**src/rtl/melody_sequencer_if.sv**
```systemverilog
// Bundle between the game FSM, the note memory and the buzzer.
// The sequencer takes the master side; the environment takes the slave side.
interface melody_sequencer_if #(
    parameter int ADDR_W = 4
);
    logic              iniciar;
    logic              parar;
    logic [ADDR_W:0]   tamanho;
    logic [ADDR_W-1:0] mem_endereco;
    logic [11:0]       mem_nota;
    logic [2:0]        mem_duracao;
    logic [11:0]       seletor;
    logic              toca;
    logic              tocando;
    logic              pronto;

    modport master (
        input  iniciar,
        input  parar,
        input  tamanho,
        input  mem_nota,
        input  mem_duracao,
        output mem_endereco,
        output seletor,
        output toca,
        output tocando,
        output pronto
    );

    modport slave (
        output iniciar,
        output parar,
        output tamanho,
        output mem_nota,
        output mem_duracao,
        input  mem_endereco,
        input  seletor,
        input  toca,
        input  tocando,
        input  pronto
    );
endinterface

```
**src/rtl/melody_sequencer.sv**
```systemverilog
// Steps through a stored melody, driving the buzzer note select and enable.
// Each note plays for (duracao+1) tempo units, then a fixed silence gap.
module melody_sequencer #(
    parameter int CLOCK_FREQ   = 50_000_000,
    parameter int TEMPO_CYCLES = 6_250_000,
    parameter int GAP_CYCLES   = 2_500_000,
    parameter int ADDR_W       = 4
) (
    input  logic                clock,
    input  logic                reset,
    melody_sequencer_if.master  bus
);

    localparam int MAXC = (8 * TEMPO_CYCLES > GAP_CYCLES)
                          ? 8 * TEMPO_CYCLES : GAP_CYCLES;
    localparam int CW   = $clog2(MAXC + 1);

    localparam logic [CW-1:0] TEMPO_W  = CW'(TEMPO_CYCLES);
    localparam logic [CW-1:0] GAP_LOAD = CW'(GAP_CYCLES - 1);

    if (GAP_CYCLES < 1 || TEMPO_CYCLES < 1 || CLOCK_FREQ < 1) begin : g_param_err
        $error("melody_sequencer: GAP/TEMPO/CLOCK_FREQ must be >= 1");
    end

    typedef enum logic [2:0] {
        OCIOSO,
        CARREGA,
        TOCA_NOTA,
        PAUSA,
        PROXIMA,
        FIM
    } state_t;

    state_t            state_q, state_d;
    logic [ADDR_W-1:0] addr_q, addr_d;
    logic [11:0]       sel_q, sel_d;
    logic              toca_q, toca_d;
    logic [CW-1:0]     cnt_q, cnt_d;

    logic [CW-1:0]     note_load;
    logic              last_note;

    // Counter runs down to zero, so load one less than the cycle count.
    assign note_load = (({{(CW-3){1'b0}}, bus.mem_duracao} + CW'(1))
                        * TEMPO_W) - CW'(1);

    assign last_note = ({1'b0, addr_q} == (bus.tamanho - 1'b1));

    always_ff @(posedge clock or posedge reset) begin
        if (reset) begin
            state_q <= OCIOSO;
            addr_q  <= '0;
            sel_q   <= '0;
            toca_q  <= 1'b0;
            cnt_q   <= '0;
        end else begin
            state_q <= state_d;
            addr_q  <= addr_d;
            sel_q   <= sel_d;
            toca_q  <= toca_d;
            cnt_q   <= cnt_d;
        end
    end

    always_comb begin
        state_d = state_q;
        addr_d  = addr_q;
        sel_d   = sel_q;
        toca_d  = toca_q;
        cnt_d   = cnt_q;

        if (state_q != OCIOSO && bus.parar) begin
            state_d = OCIOSO;
            addr_d  = '0;
            sel_d   = '0;
            toca_d  = 1'b0;
        end else begin
            unique case (state_q)
                OCIOSO: begin
                    if (bus.iniciar && !bus.parar) begin
                        addr_d  = '0;
                        state_d = (bus.tamanho == '0) ? FIM : CARREGA;
                    end
                end
                CARREGA: begin
                    sel_d   = bus.mem_nota;
                    toca_d  = |bus.mem_nota;
                    cnt_d   = note_load;
                    state_d = TOCA_NOTA;
                end
                TOCA_NOTA: begin
                    if (cnt_q == '0) begin
                        toca_d  = 1'b0;
                        cnt_d   = GAP_LOAD;
                        state_d = PAUSA;
                    end else begin
                        cnt_d = cnt_q - CW'(1);
                    end
                end
                PAUSA: begin
                    if (cnt_q == '0) begin
                        state_d = PROXIMA;
                    end else begin
                        cnt_d = cnt_q - CW'(1);
                    end
                end
                PROXIMA: begin
                    if (last_note) begin
                        state_d = FIM;
                    end else begin
                        addr_d  = addr_q + 1'b1;
                        state_d = CARREGA;
                    end
                end
                FIM: begin
                    addr_d  = '0;
                    state_d = OCIOSO;
                end
                default: begin
                    state_d = OCIOSO;
                end
            endcase
        end
    end

    assign bus.mem_endereco = addr_q;
    assign bus.seletor      = sel_q;
    assign bus.toca         = toca_q;
    assign bus.tocando      = (state_q != OCIOSO);
    // A simultaneous abort in FIM must swallow the completion pulse.
    assign bus.pronto       = (state_q == FIM) && !bus.parar;

endmodule
```
**src/flat_wrapper.sv**
```systemverilog
// flat-port wrapper written by rule: the top's interface ports become plain ports
module melody_sequencer_flat 
#(
    parameter int CLOCK_FREQ   = 50_000_000,
    parameter int TEMPO_CYCLES = 6_250_000,
    parameter int GAP_CYCLES   = 2_500_000,
    parameter int ADDR_W       = 4
)
  (clock, reset, bus_iniciar, bus_parar, bus_tamanho, bus_mem_nota, bus_mem_duracao, bus_mem_endereco, bus_seletor, bus_toca, bus_tocando, bus_pronto);
  melody_sequencer_if #(.ADDR_W(ADDR_W)) bus_i ();
  input  logic clock;
  input  logic reset;
  input wire logic [$bits(bus_i.iniciar)-1:0] bus_iniciar;
  input wire logic [$bits(bus_i.parar)-1:0] bus_parar;
  input wire logic [$bits(bus_i.tamanho)-1:0] bus_tamanho;
  input wire logic [$bits(bus_i.mem_nota)-1:0] bus_mem_nota;
  input wire logic [$bits(bus_i.mem_duracao)-1:0] bus_mem_duracao;
  output wire logic [$bits(bus_i.mem_endereco)-1:0] bus_mem_endereco;
  output wire logic [$bits(bus_i.seletor)-1:0] bus_seletor;
  output wire logic [$bits(bus_i.toca)-1:0] bus_toca;
  output wire logic [$bits(bus_i.tocando)-1:0] bus_tocando;
  output wire logic [$bits(bus_i.pronto)-1:0] bus_pronto;
  assign bus_i.iniciar = bus_iniciar;
  assign bus_i.parar = bus_parar;
  assign bus_i.tamanho = bus_tamanho;
  assign bus_i.mem_nota = bus_mem_nota;
  assign bus_i.mem_duracao = bus_mem_duracao;
  assign bus_mem_endereco = bus_i.mem_endereco;
  assign bus_seletor = bus_i.seletor;
  assign bus_toca = bus_i.toca;
  assign bus_tocando = bus_i.tocando;
  assign bus_pronto = bus_i.pronto;
  melody_sequencer #(.CLOCK_FREQ(CLOCK_FREQ), .TEMPO_CYCLES(TEMPO_CYCLES), .GAP_CYCLES(GAP_CYCLES), .ADDR_W(ADDR_W)) u_core (.clock(clock), .reset(reset), .bus(bus_i));
endmodule
```
**config.mk**
```make
export PLATFORM = sky130hd
export DESIGN_NAME = melody_sequencer_flat
export DESIGN_NICKNAME = d
export VERILOG_FILES = /design/src/rtl/melody_sequencer_if.sv /design/src/rtl/melody_sequencer.sv /design/src/flat_wrapper.sv
export SDC_FILE = /design/constraint.sdc
export NUM_CORES = 1
export LEC_CHECK = 0
export ABC_AREA = 1
export CORE_MARGIN = 5
export CORE_UTILIZATION = 60
export DETAILED_ROUTE_END_ITERATION = 16
export PLACE_DENSITY_LB_ADDON = 0.3
export SYNTH_ARGS = -nofsm -noshare
export SYNTH_HDL_FRONTEND = slang
export SYNTH_SLANG_ARGS = --single-unit
export TNS_END_PERCENT = 10
```
**constraint.sdc**
```tcl
create_clock -name clock -period 3.6 [get_ports clock]
set_clock_uncertainty 0.1 [all_clocks]
set_input_delay 0.72 -clock clock [delete_from_list [all_inputs] [get_ports clock]]
set_output_delay 0.72 -clock clock [all_outputs]
set_load 0.005 [all_outputs]
```
Word level (Yosys, flattened, before mapping)
Index checks and enable logic that the tools add are counted.

operators by class
  add/sub/neg operators = 5
  $mul = 1
  equal/unequal tests = 11
  mux-type cells = 19
  bitwise gates (word level) = 1
  reduce and logical (&&, ||, !) cells = 17

operator list
  operator                                                                 number
  26-bit case mux with 3 select lines                                      1
  26-bit 2-to-1 mux                                                        2
  26-bit by 1-bit subtractor with 26-bit output, second input constant     2
  26-bit logical NOT                                                       1
  26-bit by 19-bit multiplier with 22-bit output, second input constant    1
  12-bit 2-to-1 mux                                                        2
  3-bit 2-to-1 mux                                                         6
  3-bit case mux with 5 select lines                                       1
  4-bit 2-to-1 mux                                                         3
  4-bit case mux with 3 select lines                                       1
  12-bit OR reduction                                                      1
  3-bit by 1-bit inequality test with 1-bit output, second input constant  3
  3-bit AND reduction                                                      3
  3-bit nonzero test                                                       3
  3-bit by 2-bit equality test with 1-bit output, second input constant    2
  3-bit equality test, second input constant                               2
  4-bit by 5-bit equality test with 1-bit output                           1
  5-bit logical NOT                                                        1
  5-bit by 1-bit subtractor with 5-bit output, second input constant       1
  3-bit by 1-bit adder with 4-bit output, second input constant            1
  4-bit by 1-bit adder with 4-bit output, second input constant            1
  4-bit nonzero test                                                       1
  3-bit by 1-bit equality test with 1-bit output, second input constant    1
  1-bit logical AND                                                        3
  9 further kinds                                                          10

storage, ports and cells
  bits in registers = 46
  bits of input ports = 24
  output and inout port bits = 19

Longest topological paths before layout
  depth in word-level cells = 5
  mapped depth = 24

Least setup slack after synthesis
Ideal clock, no wire load.

  path type = input to register
  start = in bus_mem_duracao[0]
  end = reg u_core.cnt_q[25]
  arrival = 4,046 ps
  required time = 3,423 ps
  slack = -623 ps
  stages = 18
  path buffers = 1
  cell sequence = buf_6 > inv_1 > ha_1 > fa_1 > fa_1 > fa_1 > inv_1 > nand3_1 > nand2_2 > xor2_2 > inv_2 > nor2_2 > nand2_2 > nor2_4 > nand3_1 > nand2_1 > nand3_1 > a21oi_1

on the way
  word-level cells in the longest chain between the ends = 4

ends and longest elaborated chain
  item                                            RTL line                RTL
  start: declaration                              flat_wrapper.sv:17      input wire logic [$bits(bus_i.mem_duracao)-1:0] bus_mem_duracao;
  3-bit by 1-bit adder with 4-bit output          melody_sequencer.sv:44  assign note_load = (({{(CW-3){1'b0}}, bus.mem_duracao} + CW'(1))
  26-bit by 19-bit multiplier with 22-bit output  melody_sequencer.sv:45  * TEMPO_W) - CW'(1);
  26-bit by 1-bit subtractor with 26-bit output   melody_sequencer.sv:45
  26-bit case mux with 3 select lines             melody_sequencer.sv:78  unique case (state_q)
  end signal: assignment                          melody_sequencer.sv:61  cnt_q <= cnt_d;
  end: declaration                                melody_sequencer.sv:38  logic [CW-1:0] cnt_q, cnt_d;

Every way passes these cells.
A chain may end at the register's enable or synchronous reset.

Worst setup path after layout
  start = in bus_mem_duracao[1]
  end = reg u_core.cnt_q[24]

Same word-level chain as after synthesis.

==> metrics.yaml <==
status: "complete, but fails checks"
violations: "setup timing"
drc: 0
crit_arrival_ns: 4.00
crit_path_frequent_cell: "nand2_2"
io_pins: 43
clock_latency_ns: 0.31
min_period_ns: 3.87
crit_slowest_cell: "fa_2"
syn_inst: 678
cap_violations: 0
h-tree-depth: 2
start_kind: "input port"
p_leak_nw: 2.92
synth.distinct_cells: 44
async_flop_share_pct: 100
worstPathRequired_ns: 3.73
antenna_found_initial: 0
path_class: "in -> reg"
fin_ws_ns: -0.266
end_kind: "register"
grt_pass1_wl_mm: 22.7
worstPathMaxFanout: 4
fin_nets: 855
synth_ff_type: "dfrtp_1"
synth_area_per_cell_um2: 6.69
dpl.hpwl_mm: 10.6
avgRoutedWirePerCell_um: 16.0
use_met1_pct: 37.9
drtAntennaViolNets: 0
initial_core_util_pct: 62.2
synth_top_area_share_pct: 25.4
dieArea_mm2: 0.00940
area_growth_pct: 32.8
die_w_um: 97.0
cts_tree: "done"
crit_chain: "buf_6, buf_6, ha_4, fa_2, fa_2, fa_2, inv_2, nand3_4, nand2_8, nand2_4, nand2_4, nand2_2, nand2_2, nand2_2, nor2_4, nand2_2, nor2_2, nand2_1, nand2_1, nand3_2, a21oi_2"
overflow: 0
p_per_area_mw_per_mm2: 664
dp_cells: 876
grt-busiest-layer: "met2"
rsz0062_at_grt: "yes"
finalCritPeriodShare_pct: 107
fmax_mhz: 259
cts_buffers: 5
grt_pass1_vias: 4861
ys_ff_latch: 46
grt_max_degree: 47
met3_usage_pct: 4.10
fp-row-count: 31
reg2reg_to: "u_core.cnt_q[21]"
portBuffers: 42
vias_per_cell: 5.72
drv_slew: 0
synth-edff-count: 0
ys_seq_area_share_pct: 25.4
first_iter_violations: 464
hold_viol_final: 0
rr_startpoint: "u_core.state_q[2]"
core_area_mm2: 0.00729
place.gp.congestion: 0.954
pre_cts_slack_ns: -1.20
die-height_um: 97.0
r2r_slack_ns: 1.20
diodes: 0
use_met2_pct: 48.8
endpoint: "u_core.cnt_q[24]"
grt.total_usage_pct: 28.9
clk_pin_slew_ns: 0.08
instances_no_fill: 892
tightest_slew_ns: 1.28
netlist_top_cells_count: "nand2_1 (133), inv_1 (108), nor2_1 (84), nand3_1 (53), a21oi_1 (50)"
drive_gt1_share_pct: 23.6
slowest_delay_ns: 0.63
reg2reg_depth: 8
synth_fp_nets: 740
synth_area_mm2: 0.00454
yosysWarnings: 0
cts_buffer_depth: 2
cts_root_buf: "clkbuf_8"
drt-total-wl_mm: 14.3
slew_headroom_pct: 14.1
synthTopCellsByArea: "dfrtp_1 (25%), nand2_1 (11%), inv_1 (8.9%)"
post-synth-top-area-cell: "dfrtp_1"
yosysMostFrequentCell: "nand2_1"
startpoint: "bus_mem_duracao[1]"
first_pass_iters: 5
worstHoldPathType: "reg -> reg"
clock_sinks: 46
setup_viol: 11
via_count: 5099
peakVddDrop_v: 0.000405
sequential cells by signal, summed over array words and instances, names as in the netlist:
name and cells:
u_core.bus.mem_endereco 4, u_core.bus.toca 1, u_core.bus.seletor 12, u_core.cnt_q 26, u_core.state_q 3
power by group:
group	total (W)	internal (W)	switching, W
registers	0.000963	0.000741	0.000222
logic	0.00273	0.00116	0.00157
clock network	0.000307	0.000133	0.000174
total	0.00400	0.00203	0.00197
worst min path at each step:
stage | startpoint | to | cells after the start
2_1_floorplan | u_core.bus.toca | u_core.bus.toca | 2
3_3_place_gp | u_core.bus.toca | u_core.bus.toca | 2
3_5_place_dp | u_core.cnt_q[0] | u_core.cnt_q[0] | 2
4_1_cts | u_core.cnt_q[0] | u_core.cnt_q[0] | 2
5_1_grt | u_core.bus.toca | u_core.bus.toca | 2
6_report | u_core.cnt_q[0] | u_core.cnt_q[0] | 2
stage by stage:
stage	setup TNS, ns	hold slack [ns]	cell area (µm²)	power (W)	utilization (%)
2_1_floorplan	-3.31	0.376	4610	0.00239	-
3_3_place_gp	-11.03	0.393	5590	0.00324	76.7
3_5_place_dp	-12.49	0.405	5590	0.00332	76.7
4_1_cts	-1.84	0.425	5870	0.00379	80.5
5_1_grt	-3.95	0.437	6020	0.00430	82.6
6_report	-2.19	0.422	6020	0.00400	82.6
worst max-delay path, delay by kind of cell:
family | cells | cell delay (ns)
fa+ha+maj | 4 | 1.73
simple gates | 13 | 1.07
buf+inv | 3 | 0.32
compound gates | 1 | 0.15
final cells by class:
class	count	area [µm²]
multi-input combinational	507	3230
fill	492	1270
sequential	46	1150
timing repair buffer	119	1010
inverter	114	432
tap	99	124
clock buffer	6	72.6
clock inverter	1	7.51
cell families (layout without fill, tap and decap cells):
family                   count (synthesis)  after routing  share of synthesized area [%]
AO/OA/AOI/OAI                          118            118                           14.5
XOR/XNOR                                23             23                           4.61
adder cells (fa/ha/maj)                 38             38                           11.6
buffers and inverters                  125            240                           11.0
flip-flops                              46             46                           25.4
AND/OR/NAND/NOR                        328            328                           32.8
timing repair:
action | 4_1_cts | 5_1_grt
buffers inserted | 8 | 1
resized for setup | 53 | 33
pin swaps | 18 | 18
setup endpoints to repair | 12 | 12
hold buffers | 0 | 0
cells in the final DEF, fill, tap and decap left out, types with 13 or more instances in the layout:
cell             synthesis  routed
nand4_1                 15      15
nor2_2                  10      13
clkdlybuf4s50_1          0      39
nand2_1                133     120
inv_1                  108     103
dfrtp_1                 46      46
nor2_1                  84      76
a21oi_1                 50      43
buf_4                    1      75
ha_1                    31      22
nand3_1                 53      43
o21ai_0                 39      35
nand2_2                  9      18
metal layers:
metal	vias up	part of all wire (%)	wire length [µm]
met3	55	7.3	1040
met1	2380	41	5850
met2	242	49	6960
met5	-	0	0
met4	0	3.1	440
li1	2422	-	-
Note: power is estimated with default switching activity, not from simulation.
